## src/rtl/xdma_pkg.sv

```systemverilog
// Shared types and constants for the DMA GIF read-response path.
package xdma_pkg;

  // Read-response FSM states
  typedef enum logic [1:0] {
    ST_IDLE = 2'd0,
    ST_RD   = 2'd1,
    ST_WAIT = 2'd2,
    ST_RESP = 2'd3
  } xdma_rd_state_e;

  // DMA modes served by this engine
  localparam logic [3:0] XDMA_MODE_IOB02M = 4'b0011;
  localparam logic [3:0] XDMA_MODE_IOB12M = 4'b0100;

  // Default widths; an IOB line carries exactly two GIF beats
  localparam int XDMA_DWIDTH = 128;
  localparam int XDMA_DW_IOB = 256;
  localparam bit XDMA_DW_OK  = (XDMA_DW_IOB == 2 * XDMA_DWIDTH);

  function automatic logic xdma_mode_valid(input logic [3:0] mode);
    return (mode == XDMA_MODE_IOB02M) || (mode == XDMA_MODE_IOB12M);
  endfunction

endpackage

```

## src/rtl/xdma_line_buf.sv

```systemverilog
// One-line buffer for IOB read data: 256-bit data register, half-select mux
// and, when XDMA_RD_LINEBUF_EN is defined, a (bank, line, valid) tag with hit
// compare. Without the macro the buffer only holds the captured line and
// never reports a hit.
module xdma_line_buf
  import xdma_pkg::*;
#(
  parameter int DWIDTH = XDMA_DWIDTH,
  parameter int DW_IOB = XDMA_DW_IOB,
  parameter int AW_IOB = 12
) (
  input  logic              clk,
  input  logic              rst_n,
  input  logic              capture,
  input  logic [DW_IOB-1:0] cap_data,
  input  logic              cap_bank,
  input  logic [AW_IOB-1:0] cap_line,
  input  logic              inval,
  input  logic              lu_bank,
  input  logic [AW_IOB-1:0] lu_line,
  input  logic              half_sel,
  output logic              hit,
  output logic [DWIDTH-1:0] half_data
);

  logic [DW_IOB-1:0] data_q;

  // Data register: loaded on every capture, even one that coincides with an invalidate
  always_ff @(posedge clk or negedge rst_n) begin
    if (!rst_n) data_q <= '0;
    else if (capture) data_q <= cap_data;
  end

  assign half_data = half_sel ? data_q[DW_IOB-1:DWIDTH] : data_q[DWIDTH-1:0];

`ifdef XDMA_RD_LINEBUF_EN
  logic              valid_q;
  logic              tag_bank_q;
  logic [AW_IOB-1:0] tag_line_q;

  // Tag and valid: an invalidate always wins over a capture for the valid bit
  always_ff @(posedge clk or negedge rst_n) begin
    if (!rst_n) begin
      valid_q    <= 1'b0;
      tag_bank_q <= 1'b0;
      tag_line_q <= '0;
    end else begin
      if (capture) begin
        tag_bank_q <= cap_bank;
        tag_line_q <= cap_line;
      end
      if (inval) valid_q <= 1'b0;
      else if (capture) valid_q <= 1'b1;
    end
  end

  // A write in the lookup cycle makes the buffered copy suspect, so no hit then
  assign hit = valid_q && !inval && (tag_bank_q == lu_bank) && (tag_line_q == lu_line);
`else
  logic unused_lb;
  assign unused_lb = ^{cap_bank, cap_line, inval, lu_bank, lu_line};
  assign hit = 1'b0;
`endif

endmodule

```

## src/rtl/xdma_iob_rd_downsize.sv

```systemverilog
// Read-response engine: serves 128-bit GIF read beats out of the 256-bit
// IOB0/IOB1 SRAMs (DMA modes 0011/0100). Each miss issues one registered SRAM
// read, waits for dready and returns the selected half-line; hits are served
// from the line buffer when XDMA_RD_LINEBUF_EN is defined.
//
// Handshakes: saccept is combinational in IDLE (mread & valid mode) and the
// request is taken on that cycle's rising edge. svalid/slast/sdata are held
// stable until a cycle with mready high; that edge completes the beat and a
// new request can be accepted from the following cycle.
module xdma_iob_rd_downsize
  import xdma_pkg::*;
#(
  parameter int DWIDTH = XDMA_DWIDTH,
  parameter int DW_IOB = XDMA_DW_IOB,
  parameter int AW_IOB = 12
) (
  input  logic              xclk,
  input  logic              xreset_n,
  input  logic [3:0]        dma_mode,
  input  logic [31:0]       maddr,
  input  logic              mread,
  output logic              saccept,
  output logic              svalid,
  output logic              slast,
  output logic [DWIDTH-1:0] sdata,
  input  logic              mready,
  input  logic              iob_inval,
  output logic [AW_IOB-1:0] iob0_addr,
  output logic              iob0_read,
  output logic              iob0_cs,
  input  logic [DW_IOB-1:0] iob0_rdata,
  input  logic              iob0_dready,
  output logic [AW_IOB-1:0] iob1_addr,
  output logic              iob1_read,
  output logic              iob1_cs,
  input  logic [DW_IOB-1:0] iob1_rdata,
  input  logic              iob1_dready,
  output logic [1:0]        dbg_state
);

  if (!(XDMA_DW_OK && (DW_IOB == 2 * DWIDTH))) begin : g_width_check
    $error("xdma_iob_rd_downsize: DW_IOB must equal 2*DWIDTH");
  end

  xdma_rd_state_e    state_q, state_d;
  logic [AW_IOB-1:0] line_q;
  logic              half_q;
  logic              bank_q;
  logic              req_bank;
  logic              hit;
  logic              dready_sel;
  logic              capture;
  logic [DWIDTH-1:0] half_data;
  logic              unused_addr;

  assign req_bank    = (dma_mode == XDMA_MODE_IOB12M);
  assign dready_sel  = bank_q ? iob1_dready : iob0_dready;
  assign capture     = (state_q == ST_WAIT) && dready_sel;
  assign unused_addr = ^maddr[31:AW_IOB+1];

  // State register
  always_ff @(posedge xclk or negedge xreset_n) begin
    if (!xreset_n) state_q <= ST_IDLE;
    else state_q <= state_d;
  end

  // Next state, accept and read strobes
  always_comb begin
    state_d   = state_q;
    saccept   = 1'b0;
    iob0_read = 1'b0;
    iob1_read = 1'b0;
    case (state_q)
      ST_IDLE: begin
        saccept = mread && xdma_mode_valid(dma_mode);
        if (saccept) state_d = hit ? ST_RESP : ST_RD;
      end
      ST_RD: begin
        iob0_read = !bank_q;
        iob1_read = bank_q;
        state_d   = ST_WAIT;
      end
      ST_WAIT: begin
        if (dready_sel) state_d = ST_RESP;
      end
      ST_RESP: begin
        if (mready) state_d = ST_IDLE;
      end
      default: state_d = ST_IDLE;
    endcase
  end

  // Request registers: line, half and bank are frozen at accept
  always_ff @(posedge xclk or negedge xreset_n) begin
    if (!xreset_n) begin
      line_q <= '0;
      half_q <= 1'b0;
      bank_q <= 1'b0;
    end else if (saccept) begin
      line_q <= maddr[AW_IOB:1];
      half_q <= maddr[0];
      bank_q <= req_bank;
    end
  end

  xdma_line_buf #(
    .DWIDTH (DWIDTH),
    .DW_IOB (DW_IOB),
    .AW_IOB (AW_IOB)
  ) u_line_buf (
    .clk       (xclk),
    .rst_n     (xreset_n),
    .capture   (capture),
    .cap_data  (bank_q ? iob1_rdata : iob0_rdata),
    .cap_bank  (bank_q),
    .cap_line  (line_q),
    .inval     (iob_inval),
    .lu_bank   (req_bank),
    .lu_line   (maddr[AW_IOB:1]),
    .half_sel  (half_q),
    .hit       (hit),
    .half_data (half_data)
  );

  assign iob0_cs   = iob0_read;
  assign iob1_cs   = iob1_read;
  assign iob0_addr = line_q;
  assign iob1_addr = line_q;
  assign svalid    = (state_q == ST_RESP);
  assign slast     = svalid;
  assign sdata     = svalid ? half_data : '0;
  assign dbg_state = state_q;

endmodule

```

## config.mk

```make
export PLATFORM = sky130hd
export DESIGN_NAME = xdma_iob_rd_downsize
export DESIGN_NICKNAME = d
export VERILOG_FILES = /design/src/rtl/xdma_pkg.sv /design/src/rtl/xdma_line_buf.sv /design/src/rtl/xdma_iob_rd_downsize.sv
export SDC_FILE = /design/constraint.sdc
export NUM_CORES = 1
export LEC_CHECK = 0
export BUFFER_PORTS_ARGS = -buffer_cell sky130_fd_sc_hd__clkbuf_2
export CAP_MARGIN = 5
export CELL_PAD_IN_SITES_DETAIL_PLACEMENT = 0
export CELL_PAD_IN_SITES_GLOBAL_PLACEMENT = 1
export CORE_AREA = 2 2 280 282
export CTS_CLUSTER_DIAMETER = 100
export DETAILED_ROUTE_END_ITERATION = 10
export DIE_AREA = 0 0 282 284
export GPL_ROUTABILITY_DRIVEN = 0
export PLACE_DENSITY = 0.53
export RECOVER_POWER = 25
export SLEW_MARGIN = 10
export SYNTH_ARGS = -nofsm -noshare
export SYNTH_HDL_FRONTEND = slang
export SYNTH_SLANG_ARGS = --single-unit
```

## constraint.sdc

```tcl
create_clock -name xclk -period 4.5 [get_ports xclk]
set_input_delay 0.225 -clock xclk [delete_from_list [all_inputs] [get_ports xclk]]
set_output_delay 0.225 -clock xclk [all_outputs]
set_load 0.05 [all_outputs]
```

==> Yosys cells after proc, flatten, opt, wreduce, memory -nomap -nowiden <==
Index checks and enable logic that the tools add are counted.
{ "totals": {"wordCells": 30, "inputBits": 555, "out_inout_bits": 161, "reg_bits": 272} }
{ "op_classes": {"n_reduce_logical": 6, "n_mux": 11, "eq_ne": 8} }
{ "ops": {"columns": ["cell", "count"], "rows": [
  ["128-bit 2-to-1 mux", 2],
  ["256-bit 2-to-1 mux", 1],
  ["2-bit case mux with 4 select lines", 1],
  ["2-bit 2-to-1 mux", 3],
  ["2-bit == test (second input constant)", 2],
  ["4-bit by 2-bit == test with 1-bit output (second input constant)", 1],
  ["4-bit by 3-bit == test with 1-bit output (second input constant)", 1],
  ["1-bit 2-to-1 mux", 4],
  ["2-bit inequality test (second input constant)", 2],
  ["3-bit AND reduction", 1],
  ["2-bit by 1-bit == test with 1-bit output (second input constant)", 1],
  ["1-bit logical AND", 2],
  ["2-bit logical NOT", 1],
  ["2-bit by 1-bit inequality test with 1-bit output (second input constant)", 1],
  ["1-bit logical NOT", 1],
  ["1-bit logical OR", 1]
]} }

==> Depth between registers and ports, before layout <==
Gate-level depths: netlist (run 1).
{ "logic_depth": {"depth_word": 5, "mapped_depth": 9, "mapped_depth_nobuf": 5} }

==> Modules after synthesis <==
From an unflattened synthesis (run 1), not the netlist that was laid out.
{ "hier_totals": {"hier_cells": 1182, "hier_area_um2": 15950.3} }
{ "by_module_without_submodules": {"columns": ["mod", "instances", "cells_per_inst", "area_each_um2", "seq_area_each_um2"], "rows": [
  ["xdma_line_buf", 1, 684, 11146.9, 6406.1],
  ["xdma_iob_rd_downsize", 1, 498, 4803.4, 400.4]
]} }

==> Least setup slack after synthesis (run 1) <==
OpenSTA, ideal clock, no wires.
{ "synth_path": {"path_type": "register to output", "startpoint": "reg state_q[1] (netlist: dbg_state[1])", "endpoint": "out sdata[100]", "path_buffers": 2, "arrival_ns": 2.543, "path_slack_ns": 1.732, "t_required_ns": 4.275, "path_stages_with_launch": 5, "path_cell_list": "dfrtp_1 ha_1 clkbuf_1 clkbuf_1 nor2b_1"} }
{ "synth_via": {"elab_chain_len": 2} }
{ "synth_lines": {"columns": ["element", "line_no", "source"], "rows": [
  ["start: declaration", "xdma_iob_rd_downsize.sv:45", "xdma_rd_state_e state_q, state_d;"],
  ["start signal: assignment", "xdma_iob_rd_downsize.sv:64", "else state_q <= state_d;"],
  ["2-bit == test", "xdma_iob_rd_downsize.sv:129", "assign svalid = (state_q == ST_RESP);"],
  ["named net slast", "xdma_iob_rd_downsize.sv:24", "output logic slast,"],
  ["128-bit 2-to-1 mux", "xdma_iob_rd_downsize.sv:131", "assign sdata = svalid ? half_data : '0;"],
  ["end: declaration", "xdma_iob_rd_downsize.sv:25", "output logic [DWIDTH-1:0] sdata,"]
]} }
The timed path passes the listed nets, and every way through them passes these cells.

==> results.json, run 1 <==
{
  "p_total_mw": 13.6,
  "dp_slack_ns": 1.97,
  "fin_nets": 2971,
  "layout_min_cycle_time_ns": 3.07,
  "syn_area_um2": 14800,
  "drtPass1Iterations": 4,
  "netlist_instances": 1465,
  "synth.yosys.warnings": 0,
  "critical_path_class": "primary input to asynchronous set/reset pin",
  "ys_seq_elements": 272,
  "setup_tns_ns": 0,
  "cts_tree": "built",
  "post-synth-top-count-cell": "sky130_fd_sc_hd__mux2i_1",
  "dieWidth_um": 282,
  "worst-r2r-cell-count": 4,
  "r2r-start": "bank_q$_DFFE_PN0P_",
  "timing.hold.worst.class": "primary input to register",
  "core_area_um2": 77000,
  "drt-total-wl_mm": 52.4,
  "worst_path_slowest_cell": "sky130_fd_sc_hd__clkbuf_2",
  "post-route-worst-setup-slack_ns": 1.43,
  "layout-drive-gt1-share": 0.310,
  "synth_top_area_cell": "sky130_fd_sc_hd__dfrtp_1",
  "clock_slew_seen_by_the_registers_of_the_worst_setup_and_hold_paths_ns": 0.05,
  "finalMaxSlewViolations": 88,
  "cp.buffers_inverters": 3,
  "clock_sinks": 272,
  "timing.hold.worst_path_depth": 3,
  "antenna-diode-count": 0,
  "yosys.area.top_type_share": 0.460,
  "max-slew-margin-rel": -0.465,
  "synth.cells.most_frequent": "sky130_fd_sc_hd__mux2i_1, sky130_fd_sc_hd__dfrtp_1, sky130_fd_sc_hd__nand2_1",
  "final_antenna_net_count": 0,
  "max_clock_freq_ghz": 0.326,
  "synth.area.top_cells": "sky130_fd_sc_hd__dfrtp_1, sky130_fd_sc_hd__mux2i_1, sky130_fd_sc_hd__o21ai_0",
  "hold_path.startpoint": "iob0_rdata[16]",
  "synth_top_flop_cell": "sky130_fd_sc_hd__dfrtp_1",
  "detailedRoute.firstIterationViolations": 437,
  "synth_enable_flop_cells": 0,
  "worstMarginPinSlew_ns": 2.20,
  "dp_hpwl_mm": 38.4,
  "nets_in_the_synthesized_netlist": 2025,
  "gr-total-overflow": 0,
  "regToRegSetupSlack_ns": 1.86,
  "critPathRequiredTime_ns": 4.69,
  "die_h_um": 284,
  "placementRows": 102,
  "clockRootBuffer": "sky130_fd_sc_hd__clkbuf_16",
  "skew_ns": 0.0137,
  "area_growth_pct": 58.5,
  "rsz0062_at_grt": "no",
  "violations": "max-capacitance violations, max-slew violations",
  "cp_cell_instances": "dlygate4sd3_1 -> buf_8 -> clkbuf_2",
  "synthDistinctLibCells": 25,
  "global_route.usage.total": 0.127,
  "cts_max_path_buffers": 3,
  "tritoncts.num_buffers": 37,
  "clock_insertion_delay_worst_skew_ns": 0.53,
  "h-tree-depth": 2,
  "endpoints_failing_hold": 0,
  "num_io_pins": 716,
  "setup.worst_path.end_class": "asynchronous set/reset pin",
  "final.fill_count": 8160,
  "async_reset_ff_frac": 1.00,
  "layout_worst_path_cycle_share": 0.682,
  "power.density_nw_per_um2": 579,
  "synth-seq-area-share": 0.460,
  "endpoint_of_the_worst_hold_timing_path": "u_line_buf.data_q[16]$_DFFE_PN0P_",
  "detail_route.drc_violations": 0,
  "initial_utilization": 0.192,
  "crit_path_max_fanout": 104,
  "route.detailed.vias_per_inst": 3.97,
  "timing.critical_path.max_delay_family": "buffers and inverters",
  "p_leak_nw": 10.7,
  "grt_antenna_before_repair": 1,
  "vias_in_the_first_global_route": 14700,
  "routed-via-count": 13800,
  "cts_setup_buffers": 0,
  "worst_r2r_endpoint": "u_line_buf.data_q[176]$_DFFE_PN0P_",
  "wire_length_of_the_first_global_routing_pass_mm": 80.2,
  "wl_per_cell_um": 15.1,
  "maxCapViolCount": 1,
  "avg_cell_area_syn_um2": 10.1,
  "cpPeakStageDelay_ns": 1.70,
  "crit_arrival_ns": 3.26,
  "port_buffers": 695,
  "vdd_ir_drop_max_uv": 300,
  "launching_element_type_of_the_critical_path": "primary input",
  "timing.final.setup_violations": 0,
  "grt_start_max_net_pins": 147,
  "outcome": "finished, violations left",
  "design.die.area_um2": 80100
}
worst max path at each step:
stage                              from                            endpoint  slack, ns  cells after the start
3_5_place_dp         bank_q$_DFFE_PN0P_   u_line_buf.data_q[46]$_DFFE_PN0P_       1.97                      4
5_1_grt                        xreset_n  u_line_buf.data_q[184]$_DFFE_PN0P_       0.85                      3
2_1_floorplan  dbg_state[1]$_DFFE_PN0P_                          sdata[100]       1.73                      4
6_report                       xreset_n  u_line_buf.data_q[184]$_DFFE_PN0P_       1.43                      3
4_1_cts              half_q$_DFFE_PN0P_                           sdata[30]       1.43                      4
3_3_place_gp         bank_q$_DFFE_PN0P_   u_line_buf.data_q[41]$_DFFE_PN0P_       2.00                      4
layout by cell type, fill, tap and decap left out, types with 2 or more instances in the layout:
master	instances
sky130_fd_sc_hd__buf_12	9
sky130_fd_sc_hd__buf_4	8
sky130_fd_sc_hd__clkbuf_1	35
sky130_fd_sc_hd__clkbuf_16	39
sky130_fd_sc_hd__clkbuf_2	671
sky130_fd_sc_hd__clkbuf_8	6
sky130_fd_sc_hd__clkinv_2	6
sky130_fd_sc_hd__dfrtp_1	270
sky130_fd_sc_hd__dfrtp_4	2
sky130_fd_sc_hd__dlygate4sd3_1	324
sky130_fd_sc_hd__ha_1	4
sky130_fd_sc_hd__inv_1	4
sky130_fd_sc_hd__inv_6	2
sky130_fd_sc_hd__mux2_1	9
sky130_fd_sc_hd__mux2_2	6
sky130_fd_sc_hd__mux2i_1	385
sky130_fd_sc_hd__nand2_1	257
sky130_fd_sc_hd__nand2b_1	2
sky130_fd_sc_hd__nor2b_1	130
sky130_fd_sc_hd__o21ai_0	215
sky130_fd_sc_hd__o21ai_1	41
power by group:
part | switching, mW | internal [mW] | total (mW)
Combinational | 4.14 | 2.29 | 6.43
Sequential | 0.769 | 3.60 | 4.37
Clock | 1.10 | 1.68 | 2.78
final cells by class:
type | count | area (um^2) | share of cell area
sequential | 272 | 6810 | 0.290
inverter | 4 | 15.0 | 0.000640
clock inverter | 8 | 47.5 | 0.00203
timing repair buffer | 1037 | 6950 | 0.296
tap | 1040 | 1300 | 0.0554
multi-input combinational | 1059 | 7250 | 0.309
clock buffer | 56 | 1100 | 0.0468
per-stage QoR:
| stage | cells | utilization | area, um^2 | hold slack [ns] |
|---|---|---|---|---|
| 6_report | 3476 | 0.305 | 23500 | 0.0252 |
| 2_1_floorplan | 1465 | - | 14800 | -0.0706 |
| 4_1_cts | 3474 | 0.305 | 23500 | 0.00000666 |
| 3_5_place_dp | 3088 | 0.249 | 19100 | 0.345 |
| 5_1_grt | 3476 | 0.305 | 23500 | 0.00608 |
| 3_3_place_gp | 3088 | 0.249 | 19100 | 0.336 |
sequential cells by signal, summed over array words and instances (netlist names):
signal             flops
bank_q                 1
dbg_state              2
half_q                 1
iob0_addr             12
u_line_buf.data_q    256
logic make-up after synthesis:
kind of cell | share of synthesized area
compound gates | 0.0879
mux | 0.273
buf+inv | 0.0523
simple gates | 0.124
fa+ha+maj | 0.00422
flops | 0.460
what timing repair did:
action	CTS	global route
hold endpoints to repair	281	2
hold buffers	322	2
setup endpoints to repair	0	0
resized for setup	0	0
metal layers:
layer / share of wire / GRT usage / vias to the layer above
met3: 0.051 / 0.0226 / 51
met1: 0.41 / 0.150 / 6473
met2: 0.51 / 0.233 / 371
li1: - / - / 6903
met4: 0.021 / 0.0340 / 0
met5: 0 / 0 / -
worst reg2reg max path: cells and delay by family, from the launching register on:
kind,cells,cell delay [ns]
buf+inv,2,1.08
mux,1,0.69
compound gates,1,0.06
flops,1,0.69
Note: power is estimated with default switching activity, not from simulation.
==> inputs of run 2 (changes only) <==
--- a/config.mk
+++ b/config.mk
@@ -14,7 +14,7 @@
 export DETAILED_ROUTE_END_ITERATION = 10
 export DIE_AREA = 0 0 282 284
 export GPL_ROUTABILITY_DRIVEN = 0
-export PLACE_DENSITY = 0.53
+export PLACE_DENSITY = 0.54
 export RECOVER_POWER = 25
 export SLEW_MARGIN = 10
 export SYNTH_ARGS = -nofsm -noshare
==> constraint.sdc (replaced) <==
create_clock -name xclk -period 2.8 [get_ports xclk]
set_input_delay 0.14 -clock xclk [delete_from_list [all_inputs] [get_ports xclk]]
set_output_delay 0.14 -clock xclk [all_outputs]
set_load 0.05 [all_outputs]
==> results.json, run 2 (synthesized netlist as in run 1, its figures left out) <==
{
  "flip_flop_count_of_the_largest_register_all_copies_and_words_added": 256,
  "detail_route.drc_violations": 0,
  "cts_max_path_buffers": 3,
  "layout_min_cycle_time_ns": 2.57,
  "clockRootBuffer": "sky130_fd_sc_hd__clkbuf_16",
  "cp_cell_instances": "buf_12 -> buf_4 -> mux2i_1 -> dlygate4sd3_1 -> o21ai_0",
  "tritoncts.num_buffers": 35,
  "outcome": "finished, violations left",
  "timing.critical_path.max_delay_family": "buffers and inverters",
  "die_h_um": 284,
  "crit_arrival_ns": 2.95,
  "pwr-share-seq": 0.307,
  "launching_element_type_of_the_critical_path": "register",
  "routed-via-count": 14700,
  "num_io_pins": 716,
  "port_buffers": 695,
  "vdd_ir_drop_max_uv": 474,
  "cts_tree": "built",
  "setup.worst_path.end_class": "register",
  "clock_sinks": 272,
  "maxCapViolCount": 1,
  "cpPeakStageDelay_ns": 0.58,
  "layout-drive-gt1-share": 0.307,
  "final_cell_mix": "sky130_fd_sc_hd__clkbuf_2, sky130_fd_sc_hd__dlygate4sd3_1, sky130_fd_sc_hd__mux2i_1",
  "detailedRoute.firstIterationViolations": 363,
  "mostFrequentLayoutCell": "sky130_fd_sc_hd__clkbuf_2",
  "wire_length_of_the_first_global_routing_pass_mm": 84.2,
  "gr-total-overflow": 0,
  "grt_antenna_before_repair": 3,
  "route.detailed.vias_per_inst": 3.98,
  "placementRows": 102,
  "dp_hpwl_mm": 40.6,
  "drt-total-wl_mm": 54.9,
  "final.fill_count": 8004,
  "worstMarginPinSlew_ns": 1.61,
  "setup_tns_ns": 0,
  "postPlaceCellArea_um2": 19500,
  "dieWidth_um": 282,
  "global_route.usage.total": 0.133,
  "critical_path_class": "register to register",
  "multi_input_gate_area_in_the_final_layout_um2": 7250,
  "max-slew-margin-rel": -0.0737,
  "clock_insertion_delay_worst_skew_ns": 0.52,
  "switching_power_share_of_the_total": 0.436,
  "fin_nets": 3194,
  "wl_per_cell_um": 14.8,
  "drtPass1Iterations": 4,
  "area_growth_pct": 73.0,
  "finalMaxSlewViolations": 36,
  "final.hold.worst_slack_ns": 0.0109,
  "power.density_nw_per_um2": 875,
  "antenna-diode-count": 0,
  "grt_start_max_net_pins": 115,
  "skew_ns": 0.0103,
  "sequential_cell_area_um2": 6810,
  "h-tree-depth": 2,
  "p_clk_frac": 0.196,
  "violations": "max-capacitance violations, max-slew violations",
  "critPathRequiredTime_ns": 3.19,
  "regMostFlops": "u_line_buf.data_q",
  "p_int_mw": 12.6,
  "timing.final.setup_violations": 0,
  "post_route_design_area_um2": 25600,
  "crit_path_max_fanout": 99,
  "design.die.area_um2": 80100,
  "core_area_um2": 77000,
  "clock_slew_seen_by_the_registers_of_the_worst_setup_and_hold_paths_ns": 0.06,
  "vias_in_the_first_global_route": 15600,
  "final_antenna_net_count": 0,
  "layout_worst_path_cycle_share": 0.917,
  "worst_path_slowest_cell": "sky130_fd_sc_hd__dlygate4sd3_1",
  "p_total_mw": 22.4,
  "initial_utilization": 0.192,
  "timing.hold.worst.class": "primary input to register",
  "rsz0062_at_grt": "no",
  "p_leak_nw": 11.7,
  "power.share.combinational": 0.497,
  "power.switching_mw": 9.78,
  "max_clock_freq_ghz": 0.390,
  "endpoints_failing_hold": 0,
  "cts_setup_buffers": 0,
  "cp.buffers_inverters": 3
}
[run 2: cell types whose count changed in the layout (fill, tap and decap cells not counted), sizes merged]
cell,previous run,this run
buf,18,57
clkinvlp,0,1
clkinv,6,5
dlygate4sd3,324,504
clkbuf,751,750
inv,6,5
bufinv,0,1
dlymetal6s4s,0,1
[run 2: tightest hold or removal path: stages]
cell and delay [ns]:
sky130_fd_sc_hd__clkbuf_2 0.07, sky130_fd_sc_hd__mux2i_1 0.12, sky130_fd_sc_hd__o21ai_0 0.17
[run 2: worst paths after layout]
path                                                     from                                 end  slack (ns)  cells past startpoint
hold / removal                                iob0_rdata[126]  u_line_buf.data_q[126]$_DFFE_PN0P_        0.01                      3
setup reg to reg                           bank_q$_DFFE_PN0P_   u_line_buf.data_q[36]$_DFFE_PN0P_        0.23                      5
setup / recovery                           bank_q$_DFFE_PN0P_   u_line_buf.data_q[36]$_DFFE_PN0P_        0.23                      5
min in group asynchronous                            xreset_n  u_line_buf.data_q[113]$_DFFE_PN0P_        0.24                      2
hold reg to reg            u_line_buf.data_q[180]$_DFFE_PN0P_  u_line_buf.data_q[180]$_DFFE_PN0P_        0.48                      2
max in group asynchronous                            xreset_n  u_line_buf.data_q[107]$_DFFE_PN0P_        0.46                      3
[run 2: what timing repair did]
action                                  CTS  global route
endpoints found under the setup margin    0             0
hold buffers                            504             0
gates resized for setup                   0             0
endpoints found under the hold margin   334             0
[run 2: power by group through the flow]
| stage | clock (mW) | combinational (mW) | sequential, mW |
|---|---|---|---|
| 2_1_floorplan | 0 | 7.55 | 6.91 |
| 3_5_place_dp | 0 | 10.5 | 6.97 |
| 4_1_cts | 4.58 | 11.3 | 6.91 |
| 3_3_place_gp | 0 | 10.4 | 6.88 |
| 5_1_grt | 4.73 | 12.2 | 7.13 |
| 6_report | 4.39 | 11.1 | 6.89 |
[run 2: per-stage QoR]
stage / std cells / utilization / setup slack, ns
after floorplan: 1465 / - / 0.117
after global placement: 3133 / 0.254 / 0.637
after detailed placement: 3133 / 0.254 / 0.612
after CTS: 3695 / 0.334 / 0.149
after global routing: 3695 / 0.333 / 0.0688
final: 3695 / 0.333 / 0.233
[run 2: per-layer routing]
metal | track usage | vias to the layer above | routed length (um)
met3 | 0.0238 | 69 | 2920
met4 | 0.0371 | 0 | 1250
li1 | - | 7340 | -
met1 | 0.156 | 6916 | 22700
met2 | 0.244 | 397 | 28000
met5 | 0 | - | 0
[run 2: final cells by class]
class,instances,share of cell area
Clock buffer,50,0.0404
Timing Repair Buffer,1262,0.357
Tap cell,1040,0.0508
Clock inverter,8,0.00278
Inverter,4,0.000586
Multi-Input combinational cell,1059,0.283
Sequential cell,272,0.266
